<file path="config.mk">
export PLATFORM = sky130hd
export DESIGN_NAME = axis_nld_output_stage
export DESIGN_NICKNAME = d
export VERILOG_FILES = /design/src/rtl/nld_pkg.sv /design/src/rtl/nld_gain_ramp.sv /design/src/rtl/axis_nld_output_stage.sv
export SDC_FILE = /design/constraint.sdc
export NUM_CORES = 1
export LEC_CHECK = 0
export CELL_PAD_IN_SITES_DETAIL_PLACEMENT = 1
export CELL_PAD_IN_SITES_GLOBAL_PLACEMENT = 1
export CORE_ASPECT_RATIO = 1.25
export CORE_MARGIN = 2
export CORE_UTILIZATION = 43
export DETAILED_ROUTE_END_ITERATION = 12
export PLACE_DENSITY = 0.89
export RECOVER_POWER = 100
export SYNTH_ARGS = -nofsm -noshare
export SYNTH_HDL_FRONTEND = slang
export SYNTH_HIERARCHICAL = 1
export SYNTH_SLANG_ARGS = --single-unit
</file>
<file path="constraint.sdc">
create_clock -name aclk -period 6.3 [get_ports aclk]
set_input_delay 0.63 -clock aclk [delete_from_list [all_inputs] [get_ports aclk]]
set_output_delay 0.63 -clock aclk [all_outputs]
set_load 0.05 [all_outputs]
</file>
<file path="src/rtl/nld_pkg.sv">
// Shared constants and pipeline stage types for the NLD output stage.
// Q2.14 gain format, register indices and 16-bit sample saturation limits.
package nld_pkg;

  localparam int GAIN_FRAC_BITS = 14;
  localparam logic signed [15:0] GAIN_UNITY = 16'sh4000;

  localparam logic [1:0] REG_CTRL  = 2'd0;
  localparam logic [1:0] REG_GAIN  = 2'd1;
  localparam logic [1:0] REG_RAMP  = 2'd2;
  localparam logic [1:0] REG_METER = 2'd3;

  localparam int SAMPLE_MAX = 32767;
  localparam int SAMPLE_MIN = -32768;

  typedef struct packed {
    logic signed [31:0] prod;
    logic               last;
  } s1_t;

  typedef struct packed {
    logic signed [15:0] dat;
    logic               last;
  } s2_t;

endpackage

</file>
<file path="src/rtl/nld_gain_ramp.sv">
// Zipper-free gain ramp: cur_gain steps toward target by at most step per adv strobe.
// Latency: new cur_gain visible the cycle after adv; no backpressure (holds when adv=0).
// step=0 means jump straight to target.
module nld_gain_ramp (
  input  logic               aclk,
  input  logic               aresetn,
  input  logic               adv,
  input  logic signed [15:0] target,
  input  logic [15:0]        step,
  output logic signed [15:0] cur_gain
);
  import nld_pkg::*;

  logic signed [17:0] cur_ext, tgt_ext, step_ext, diff, nxt;
  logic [17:0]        mag;
  logic               unused_nxt;

  assign cur_ext  = {{2{cur_gain[15]}}, cur_gain};
  assign tgt_ext  = {{2{target[15]}}, target};
  assign step_ext = $signed({2'b00, step});

  always_comb begin
    diff = tgt_ext - cur_ext;
    mag  = diff[17] ? -diff : diff;
    if (step == '0 || mag <= {2'b00, step})
      nxt = tgt_ext;
    else if (diff[17])
      nxt = cur_ext - step_ext;
    else
      nxt = cur_ext + step_ext;
  end

  // nxt always lies between cur_gain and target, so the top bits carry no information
  assign unused_nxt = &{1'b0, nxt[17:16]};

  always_ff @(posedge aclk or negedge aresetn) begin
    if (!aresetn)
      cur_gain <= GAIN_UNITY;
    else if (adv)
      cur_gain <= nxt[15:0];
  end

endmodule

</file>
<file path="src/rtl/axis_nld_output_stage.sv">
// Ramped makeup gain + saturation on the NLD output stream, AXI-Lite control; OUTSTAGE_PEAK_METER_EN adds the peak/clip meter.
// Latency: 2 cycles input to output at full throughput (1 sample/cycle).
// Backpressure: two-stage valid/ready pipeline, each stage advances when empty or when the next accepts.
module axis_nld_output_stage #(
  parameter int C_S_AXI_DATA_WIDTH = 32,
  parameter int C_S_AXI_ADDR_WIDTH = 4,
  parameter int C_AXIS_DATA_WIDTH  = 16,
  parameter int GAIN_FRAC_BITS     = nld_pkg::GAIN_FRAC_BITS
) (
  input  logic                          aclk,
  input  logic                          aresetn,
  input  logic [C_S_AXI_ADDR_WIDTH-1:0] s_axi_awaddr,
  input  logic                          s_axi_awvalid,
  output logic                          s_axi_awready,
  input  logic [C_S_AXI_DATA_WIDTH-1:0] s_axi_wdata,
  input  logic                          s_axi_wvalid,
  output logic                          s_axi_wready,
  output logic [1:0]                    s_axi_bresp,
  output logic                          s_axi_bvalid,
  input  logic                          s_axi_bready,
  input  logic [C_S_AXI_ADDR_WIDTH-1:0] s_axi_araddr,
  input  logic                          s_axi_arvalid,
  output logic                          s_axi_arready,
  output logic [C_S_AXI_DATA_WIDTH-1:0] s_axi_rdata,
  output logic [1:0]                    s_axi_rresp,
  output logic                          s_axi_rvalid,
  input  logic                          s_axi_rready,
  input  logic [C_AXIS_DATA_WIDTH-1:0]  s_axis_tdata,
  input  logic                          s_axis_tlast,
  input  logic                          s_axis_tvalid,
  output logic                          s_axis_tready,
  output logic [C_AXIS_DATA_WIDTH-1:0]  m_axis_tdata,
  output logic                          m_axis_tlast,
  output logic                          m_axis_tvalid,
  input  logic                          m_axis_tready
);
  import nld_pkg::*;

  localparam logic signed [31:0] RND_HALF = 32'sd1 <<< (GAIN_FRAC_BITS - 1);

  logic                          wr_hs, en_q, s2_adv, sat_hit, unused_addr;
  logic [1:0]                    wr_sel, rd_sel;
  logic signed [15:0]            gain_q, cur_gain, eff_target, sat_y;
  logic [15:0]                   ramp_q;
  logic [C_S_AXI_DATA_WIDTH-1:0] rd_word;
  logic signed [31:0]            x_ext, g_ext, rnd, shifted;
  s1_t                           s1_q;
  s2_t                           s2_q;
  logic                          s1_vld, s2_vld;

  assign wr_sel        = s_axi_awaddr[3:2];
  assign rd_sel        = s_axi_araddr[3:2];
  assign wr_hs         = s_axi_awvalid && s_axi_wvalid && !s_axi_bvalid;
  assign s_axi_awready = wr_hs;
  assign s_axi_wready  = wr_hs;
  assign s_axi_arready = s_axi_arvalid && !s_axi_rvalid;
  assign s_axi_bresp   = 2'b00;
  assign s_axi_rresp   = 2'b00;
  assign unused_addr   = &{1'b0, s_axi_awaddr[1:0], s_axi_araddr[1:0], s_axi_wdata[31:16]};

  always_ff @(posedge aclk or negedge aresetn) begin
    if (!aresetn) begin
      en_q         <= 1'b0;
      gain_q       <= GAIN_UNITY;
      ramp_q       <= '0;
      s_axi_bvalid <= 1'b0;
    end else if (wr_hs) begin
      case (wr_sel)
        REG_CTRL: en_q   <= s_axi_wdata[0];
        REG_GAIN: gain_q <= s_axi_wdata[15:0];
        REG_RAMP: ramp_q <= s_axi_wdata[15:0];
        default: ;
      endcase
      s_axi_bvalid <= 1'b1;
    end else if (s_axi_bready) begin
      s_axi_bvalid <= 1'b0;
    end
  end

`ifdef OUTSTAGE_PEAK_METER_EN
  logic        peak_clear, clip_q;
  logic [15:0] peak_q, y_mag;

  assign peak_clear = wr_hs && (wr_sel == REG_CTRL) && s_axi_wdata[1];

  // |-32768| is clamped so the meter stays a 15-bit magnitude
  always_comb begin
    if (m_axis_tdata == 16'h8000)
      y_mag = 16'h7FFF;
    else if (m_axis_tdata[15])
      y_mag = -m_axis_tdata;
    else
      y_mag = m_axis_tdata;
  end

  always_ff @(posedge aclk or negedge aresetn) begin
    if (!aresetn) begin
      peak_q <= '0;
      clip_q <= 1'b0;
    end else if (peak_clear) begin
      peak_q <= '0;
      clip_q <= 1'b0;
    end else begin
      if (m_axis_tvalid && m_axis_tready && y_mag > peak_q)
        peak_q <= y_mag;
      if (s2_adv && s1_vld && sat_hit)
        clip_q <= 1'b1;
    end
  end
`else
  logic unused_sat;
  assign unused_sat = sat_hit;
`endif

  always_comb begin
    rd_word = '0;
    case (rd_sel)
      REG_CTRL: rd_word = {31'b0, en_q};
      REG_GAIN: rd_word = {16'b0, gain_q};
      REG_RAMP: rd_word = {16'b0, ramp_q};
`ifdef OUTSTAGE_PEAK_METER_EN
      REG_METER: rd_word = {15'b0, clip_q, peak_q};
`endif
      default: rd_word = '0;
    endcase
  end

  always_ff @(posedge aclk or negedge aresetn) begin
    if (!aresetn) begin
      s_axi_rvalid <= 1'b0;
      s_axi_rdata  <= '0;
    end else if (s_axi_arready) begin
      s_axi_rvalid <= 1'b1;
      s_axi_rdata  <= rd_word;
    end else if (s_axi_rready) begin
      s_axi_rvalid <= 1'b0;
    end
  end

  // Disabling falls back to unity through the same ramp, so enable toggles are click-free
  assign eff_target = en_q ? gain_q : GAIN_UNITY;

  nld_gain_ramp u_ramp (
    .aclk     (aclk),
    .aresetn  (aresetn),
    .adv      (s_axis_tvalid && s_axis_tready),
    .target   (eff_target),
    .step     (ramp_q),
    .cur_gain (cur_gain)
  );

  assign s2_adv        = !s2_vld || m_axis_tready;
  assign s_axis_tready = !s1_vld || s2_adv;
  assign x_ext         = $signed({{16{s_axis_tdata[15]}}, s_axis_tdata});
  assign g_ext         = $signed({{16{cur_gain[15]}}, cur_gain});

  always_comb begin
    rnd     = $signed(s1_q.prod) + RND_HALF;
    shifted = rnd >>> GAIN_FRAC_BITS;
    sat_hit = 1'b0;
    sat_y   = shifted[15:0];
    if (shifted > SAMPLE_MAX) begin
      sat_y   = 16'(SAMPLE_MAX);
      sat_hit = 1'b1;
    end else if (shifted < SAMPLE_MIN) begin
      sat_y   = 16'(SAMPLE_MIN);
      sat_hit = 1'b1;
    end
  end

  always_ff @(posedge aclk or negedge aresetn) begin
    if (!aresetn) begin
      s1_vld <= 1'b0;
      s1_q   <= '0;
      s2_vld <= 1'b0;
      s2_q   <= '0;
    end else begin
      if (s_axis_tready) begin
        s1_vld <= s_axis_tvalid;
        if (s_axis_tvalid)
          s1_q <= '{prod: x_ext * g_ext, last: s_axis_tlast};
      end
      if (s2_adv) begin
        s2_vld <= s1_vld;
        if (s1_vld)
          s2_q <= '{dat: sat_y, last: s1_q.last};
      end
    end
  end

  assign m_axis_tdata  = s2_q.dat;
  assign m_axis_tlast  = s2_q.last;
  assign m_axis_tvalid = s2_vld;

endmodule

</file>
# --- Word level (Yosys, flattened, before mapping) ---
# Index checks and enable logic that the tools add are counted.
totals:
  register_bits: 135
  inputBits: 66
  out_inout_bits: 60
  word_cells: 58
op_classes:
  addsub: 5
  n_mul: 1
  n_lt_le_gt_ge: 3
  n_eq_ne: 4
  muxes: 11
  reduce_logical: 21
op_table:
  columns: ["cell", "n"]
  rows:
  - ["16-bit two-way mux", 5]
  - ["16-bit case mux with 3 select lines", 1]
  - ["32-bit by 15-bit adder with 32-bit output (second input constant)", 1]
  - ["16-bit by 16-bit multiplier with 32-bit output", 1]
  - ["18-bit by 16-bit greater-than comparator with 1-bit output (second input constant)", 1]
  - ["18-bit by 16-bit less-or-equal comparator with 1-bit output", 1]
  - ["18-bit by 16-bit less-than comparator with 1-bit output (second input constant)", 1]
  - ["18-bit two-way mux", 1]
  - ["18-bit negation", 1]
  - ["16-bit by 16-bit subtractor with 17-bit output", 1]
  - ["16-bit adder", 1]
  - ["16-bit zero test", 1]
  - ["16-bit subtractor", 1]
  - ["2-bit AND reduction", 5]
  - ["2-bit by 1-bit == test with 1-bit output (second input constant)", 2]
  - ["2-bit == test (second input constant)", 2]
  - ["1-bit logical AND", 4]
  - ["1-bit zero test", 4]
  - ["2-bit zero test", 2]
  - ["1-bit two-way mux", 4]
  - ["2-bit nonzero test", 2]
  - ["1-bit logical OR", 3]

# --- Depth between registers and ports, before layout ---
# Gate-level depths: netlist of the first run.
depth:
  ltp_word: 7
  ltp_mapped: 23

# --- Modules after synthesis ---
# The synthesis of the first run kept the hierarchy.
modules_own_cells:
  columns: ["mod", "n_inst", "cells_per_inst", "area_each_um2", "seq_area_each_um2"]
  rows:
  - ["axis_nld_output_stage", 1, 1458, 13794.5, 2253.4]
  - ["nld_gain_ramp", 1, 444, 3334.4, 401.6]

# --- Worst setup path before layout of the first run ---
# No wires, ideal clock.
synth_timing:
  path_kind: "input to register"
  start: "input port s_axis_tdata[15]"
  end: "register s1_q[30] (netlist bit)"
  setup_time_ps: 126
  arrival_time_ps: 6158
  required_time_ps: 6174
  path_slack_ps: 16
  stages: 21
  path_buffers: 1
  cell_sequence: "clkbuf_1 nand2_1 inv_1 fa_1 inv_1 fa_1 inv_1 fa_1 fa_1 fa_1 inv_1 fa_1 inv_1 ha_1 a21oi_1 o21ai_0 a21oi_1 o21ai_0 a21oi_1 a2111oi_2 a221o_1"
synth_via:
  elab_chain_len: 1
synth_lines:
  columns: ["element", "line", "text"]
  rows:
  - ["from (decl)", "axis_nld_output_stage.sv:28", "input logic [C_AXIS_DATA_WIDTH-1:0] s_axis_tdata,"]
  - ["16-bit by 16-bit multiplier with 32-bit output", "axis_nld_output_stage.sv:181", "s1_q <= '{prod: x_ext * g_ext, last: s_axis_tlast};"]
  - ["to (signal assigned)", "axis_nld_output_stage.sv:181", null]
  - ["to (decl)", "axis_nld_output_stage.sv:47", "s1_t s1_q;"]
# Every way passes these cells.
# A chain may end at the register's enable or synchronous reset.

# --- Final worst setup path of the first run ---
layout_timing:
  start: "input port s_axis_tdata[15]"
  end: "register s1_q[29] (netlist bit)"
# The elaborated chain is that of the path after synthesis.

==> flow_summary.toml, run 1 <==
[logic_synthesis]
synth_top_cell_by_area = "fa_1"
yosysWarnings = 6
synth_top_area_share_pct = 30.7
synth_seq_area_share_pct = 15.5
yosysMostFrequentCell = "inv_1"
synth_common_cells = "366 x inv_1, 263 x fa_1, 234 x nand2_1, 144 x and2_1, 129 x ha_1"
synthTopCellsByArea = "fa_1 31%, dfrtp_1 15%, ha_1 9.4%"
syn_area_mm2 = 0.0171
syn_area_per_cell_um2 = 9.01
async_flop_share_pct = 100
synth_seq_cells = 106
synth-edff-count = 0
ys.flop_type = "dfrtp_1"
ys_types = 77
synth_cells = 1902

[timing]
fin_crit_sh_pct = 101
finalHoldViolCount = 0
fin_setup_tns_ns = -0.0411
worst_pin_slew_ns = 2.36
slew_violations = 109
setup_ws_ns = -0.0411
fin_crit_ns = 6.34
finalSetupViolCount = 1
fmax_mhz = 158
finClkSkew_ns = 0.0168
slew_headroom_pct = -57.6

[route]
first_pass_iters = 5
vias_per_cell = 5.70
dr_total_vias = 14800
route.detailed.drc = 0
wl_mm = 58.4
first_iter_violations = 780
postRouteAntennaNets = 0
wl_per_cell_um = 22.5

[worst_setup_path]
r2r_cells = 20
crit_fanout = 6
worstPathArrival_ns = 6.60
critPathKind = "in2reg"
crit-reg2reg-launch = "u_ramp/cur_gain[2]"
r2r_end = "s1_q[29]"
rrSetupSlack_ns = 0.06
cp-end-kind = "register"
required_ns = 6.56
start_kind = "primary input"

[global_route]
grt.met1_usage_pct = 26.7
grt_max_degree = 68
grt_use_met3_pct = 4.06
grt_pass1_vias = 17100
grt_pass1_wl_mm = 88.4
use_met2_pct = 53.9
grt_use_total_pct = 27.6
busiest_layer = "met2"
antenna_found_initial = 0
grt-ovfl-total = 0

[die]
coreArea_mm2 = 0.0392
rows = 81
start_util_pct = 43.7
io_pins = 126
die_x_um = 183
fp.dieH_um = 227
die_area_mm2 = 0.0415

[clock_tree]
cts_sinks = 106
root_buffer = "clkbuf_16"
ctsLongestPathBuffers = 2
cts_made_buffers = 9
worstSkewPairLatency_ns = 0.40
cts.hold.buffers_added = 0
clkTransAtPathRegs_ns = 0.08
htreeDepth = 3
cts_tree = "done"

[finish]
drive_gt1_share_pct = 14.8
num-fill-cells = 4483
nNetsFinal = 2545
antenna_cells = 0
syn_to_final_growth_pct = 18.1
instances_no_fill = 2590
area.sequential_mm2 = 0.00266
multi_input_area_mm2 = 0.0131

[run_status]
status = "complete, but fails checks"
failed_checks = "capacitance limit, slew limit, setup timing"

[placement]
port_buffers = 85
dp_hpwl_mm = 45.9
place_inst = 2555
globalplace.congestion = 0.888

[worst_hold_path]
worstHoldStart = "m_axis_tlast"
min_path_type = "reg2reg"
min_to = "m_axis_tlast"
hold_depth = 2

[job]
cap_violations = 2
==> layout make-up <==
class	instances	share of cell area, %
Multi-Input combinational cell	1362	64.9
Sequential cell	106	13.2
Tap cell	498	3.08
Inverter	367	6.81
Timing Repair Buffer	241	10.6
Clock buffer	9	1.11
Clock inverter	7	0.340
==> per-stage QoR <==
stage | setup WS [ns] | util [%] | cell area (um2) | hold slack [ns]
2_1_floorplan | 0.0161 | - | 17200 | 0.334
3_3_place_gp | -0.438 | 49.2 | 19300 | 0.456
3_5_place_dp | -0.781 | 49.2 | 19300 | 0.466
4_1_cts | 0.00121 | 50.6 | 19800 | 0.224
5_1_grt | -0.152 | 51.6 | 20200 | 0.524
6_report | -0.0411 | 51.6 | 20200 | 0.471
==> how the worst max path moves through the flow <==
stage	start	to	slack [ns]	depth (start not counted)
after CTS	s_axis_tdata[4]	s1_q[21]	0.001	25
after global routing	s_axis_tdata[15]	s1_q[29]	-0.15	22
after global placement	s_axis_tdata[9]	s1_q[30]	-0.44	20
final	s_axis_tdata[15]	s1_q[29]	-0.04	22
after detailed placement	s_axis_tdata[4]	s1_q[30]	-0.78	21
after floorplan	s_axis_tdata[15]	s1_q[30]	0.02	21
==> routing by layer <==
| layer | routed length (um) | share of wire [%] |
|---|---|---|
| met1 | 19500 | 33 |
| met4 | 4620 | 7.9 |
| met3 | 2400 | 4.1 |
| met2 | 31800 | 55 |
| met5 | 0 | 0 |
==> critical path: stages <==
cell and delay [ns]:
dlygate4sd2_1 0.26, buf_12 0.14, buf_4 0.17, and2_1 0.18
fa_1 0.55, inv_2 0.08, buf_4 0.16, fa_1 0.57
inv_1 0.07, fa_1 0.48, fa_1 0.55, fa_1 0.44
fa_1 0.53, ha_4 0.30, and2_4 0.15, nand3_4 0.07
or3b_4 0.40, o211ai_4 0.18, a211oi_4 0.12, buf_4 0.16
o21ai_0 0.28, nand3_1 0.12
==> state kept, by name, indices dropped and copies added, names as in the netlist <==
signal	flops
s1_q	20
gain_q	16
m_axis_tdata	16
ramp_q	16
s_axi_rdata	16
u_ramp/cur_gain	16
en_q	1
m_axis_tlast	1
m_axis_tvalid	1
s1_vld	1
s_axi_bvalid	1
s_axi_rvalid	1
==> layout by cell type, fill, tap and decap left out, drive strengths merged, types with 24 or more instances in the layout <==
| cell type | synthesis | final |
|---|---|---|
| xor2 | 24 | 24 |
| mux2 | 34 | 34 |
| nor2 | 64 | 64 |
| and2 | 145 | 145 |
| o21ai | 70 | 70 |
| clkdlybuf4s50 | 0 | 27 |
| a21oi | 36 | 36 |
| a21o | 24 | 24 |
| dlygate4sd3 | 0 | 45 |
| buf | 31 | 154 |
| ha | 129 | 129 |
| nand3 | 27 | 27 |
| nand2 | 234 | 234 |
| dfrtp | 104 | 104 |
| inv | 366 | 370 |
| xnor2 | 63 | 63 |
| fa | 263 | 263 |
==> cells by family (layout without fill, tap and decap cells) <==
family	count (synthesis)	after routing	share of synthesized area [%]
other	1	20	0.0219
adder cells (fa/ha/maj)	392	392	40.2
AND/OR/NAND/NOR	566	566	16.6
XOR/XNOR	87	87	4.49
AO/OA/AOI/OAI	262	262	10.4
buffers and inverters	453	624	10.6
flip-flops	106	106	15.5
multiplexers	35	35	2.29
==> timing repair <==
action | 4_1_cts | 5_1_grt
endpoints found under the setup margin | 22 | 33
pin swaps | 22 | 81
gates resized for setup | 54 | 82
setup buffers | 7 | 12
Power of run 1 is not shown: default switching activity piles up to over one toggle a cycle in this logic, so the estimate is an artifact.
==> inputs of run 2 (changes only) <==
CAP_MARGIN = 40   (was default)
==> run 2 against run 1 <==
  * The run still ends with capacitance limit, slew limit, setup timing left
  * First-iteration DRC count up 22%
  * Register-to-register slack worse by 0.32 ns
  * Largest cell class unchanged
  * Die area unchanged
  * Sequential share of layout area about the same
  * Highest routed layer is now met5
==> flow_summary.toml, run 2 (synthesis results as in run 1) <==
[worst_setup_path]
max_stage_delay_ns = 0.80
r2r_end = "s1_q[27]"
start_kind = "primary input"
crit_family = "adder cells"
crit_chain = "dlygate4sd2_1 > buf_4 > nand2b_1 > fa_1 > fa_1 > fa_1 > fa_1 > fa_1 > fa_1 > inv_1 > ha_4 > and2_4 > nand3_4 > or3b_4 > o211ai_4 > buf_6 > a21bo_4 > a211oi_4 > o31ai_2"
crit-reg2reg-launch = "u_ramp/cur_gain[15]"
critPathKind = "in2reg"
cp_slowest_cell = "fa_1"
cp_common_cell = "fa_1"
crit_fanout = 5
rrSetupSlack_ns = -0.26
cp-end-kind = "register"
worstPathArrival_ns = 6.91
critPathBufInv = 4
required_ns = 6.55
worst-path-stages = 19
r2r_cells = 18

[route]
dr_total_vias = 15400
first_pass_iters = 5
vias_per_cell = 5.91
route.detailed.drc = 0
wl_mm = 65.7
postRouteAntennaNets = 0
first_iter_violations = 952
wl_per_cell_um = 25.3

[die]
rows = 81
fp.dieH_um = 227
io_pins = 126
start_util_pct = 43.7
coreArea_mm2 = 0.0392
die_x_um = 183
die_area_mm2 = 0.0415

[clock_tree]
cts.hold.buffers_added = 0
clkTransAtPathRegs_ns = 0.08
root_buffer = "clkbuf_16"
ctsLongestPathBuffers = 2
cts_sinks = 106
htreeDepth = 3
worstSkewPairLatency_ns = 0.40
cts_made_buffers = 9
cts_tree = "done"

[placement]
place_inst = 2561
globalplace.congestion = 0.888
dp_hpwl_mm = 45.9
port_buffers = 85
dpl_cell_area_mm2 = 0.0194

[timing]
finalSetupViolCount = 10
slew_headroom_pct = -71.0
slew_violations = 98
fin_crit_ns = 6.66
hold_ws_ns = 0.474
fmax_mhz = 150
setup_ws_ns = -0.360
worst_pin_slew_ns = 2.56
fin_crit_sh_pct = 106
finalHoldViolCount = 0
finClkSkew_ns = 0.0204

[finish]
drive_gt1_share_pct = 15.7
instances_no_fill = 2600
layout_commonest_cell = "inv_1"
syn_to_final_growth_pct = 18.4
regMostFlops = "s1_q"
final_cell_mix = "342 x inv_1, 246 x fa_1, 226 x nand2_1"
nNetsFinal = 2555
largest_reg_flops = 20
postLayoutCellArea_mm2 = 0.0203
antenna_cells = 0

[global_route]
grt_pass1_vias = 17200
antenna_found_initial = 1
grt_max_degree = 57
grt_use_total_pct = 28.4
grt_pass1_wl_mm = 91.2
grt-ovfl-total = 0

[worst_hold_path]
hold_depth = 2
min_path_type = "reg2reg"
min_to = "m_axis_tlast"
worstHoldStart = "m_axis_tlast"

[run_status]
status = "complete, but fails checks"
failed_checks = "capacitance limit, slew limit, setup timing"

[job]
cap_violations = 2
[run 2: layer usage]
layer	global-route usage [%]	vias up	routed length [um]
met5	0	-	18
met1	27.6	7708	21400
met4	18.4	2	6360
li1	-	6362	-
met3	4.34	440	3650
met2	55.4	861	34300
[run 2: how the worst max path moves through the flow]
stage | slack (ns) | start | endpoint
3_5_place_dp | -0.82 | s_axis_tdata[0] | s1_q[30]
5_1_grt | -0.41 | s_axis_tdata[3] | s1_q[27]
2_1_floorplan | 0.02 | s_axis_tdata[15] | s1_q[30]
4_1_cts | -0.005 | s_axis_tdata[11] | s1_q[25]
6_report | -0.36 | s_axis_tdata[3] | s1_q[27]
3_3_place_gp | -0.44 | s_axis_tdata[9] | s1_q[30]
[run 2: what timing repair did]
action	4_1_cts	5_1_grt
pin swaps	31	88
endpoints found under the setup margin	17	28
resized for setup	57	97
buffers inserted	9	14
[run 2: final cells by class]
| cell class | count | area [um2] |
|---|---|---|
| inverter | 367 | 1380 |
| tap | 498 | 623 |
| timing repair buffer | 251 | 2240 |
| sequential | 106 | 2660 |
| clock inverter | 7 | 68.8 |
| fill | 4484 | 18900 |
| clock buffer | 9 | 225 |
| multi-input combinational | 1362 | 13100 |
[run 2: metrics by stage]
step	setup TNS [ns]	util, %	setup slack (ns)
2_1_floorplan	0	-	0.0161
3_3_place_gp	-5.45	49.2	-0.438
3_5_place_dp	-11.23	49.4	-0.823
4_1_cts	-0.0101	50.9	-0.00546
5_1_grt	-1.98	51.7	-0.408
6_report	-1.19	51.7	-0.360
[run 2: worst reg2reg max path: stages (launching register included)]
cell and delay [ns]:
dfrtp_1 0.50, buf_4 0.25, nand2b_1 0.15, fa_1 0.58, fa_1 0.80, fa_1 0.54
fa_1 0.49, fa_1 0.53, fa_1 0.58, inv_1 0.08, ha_4 0.27, and2_4 0.16
nand3_4 0.07, or3b_4 0.42, o211ai_4 0.17, buf_6 0.17, a21bo_4 0.16, a211oi_4 0.09
o31ai_2 0.41
Power of run 2 is left out for the same reason.
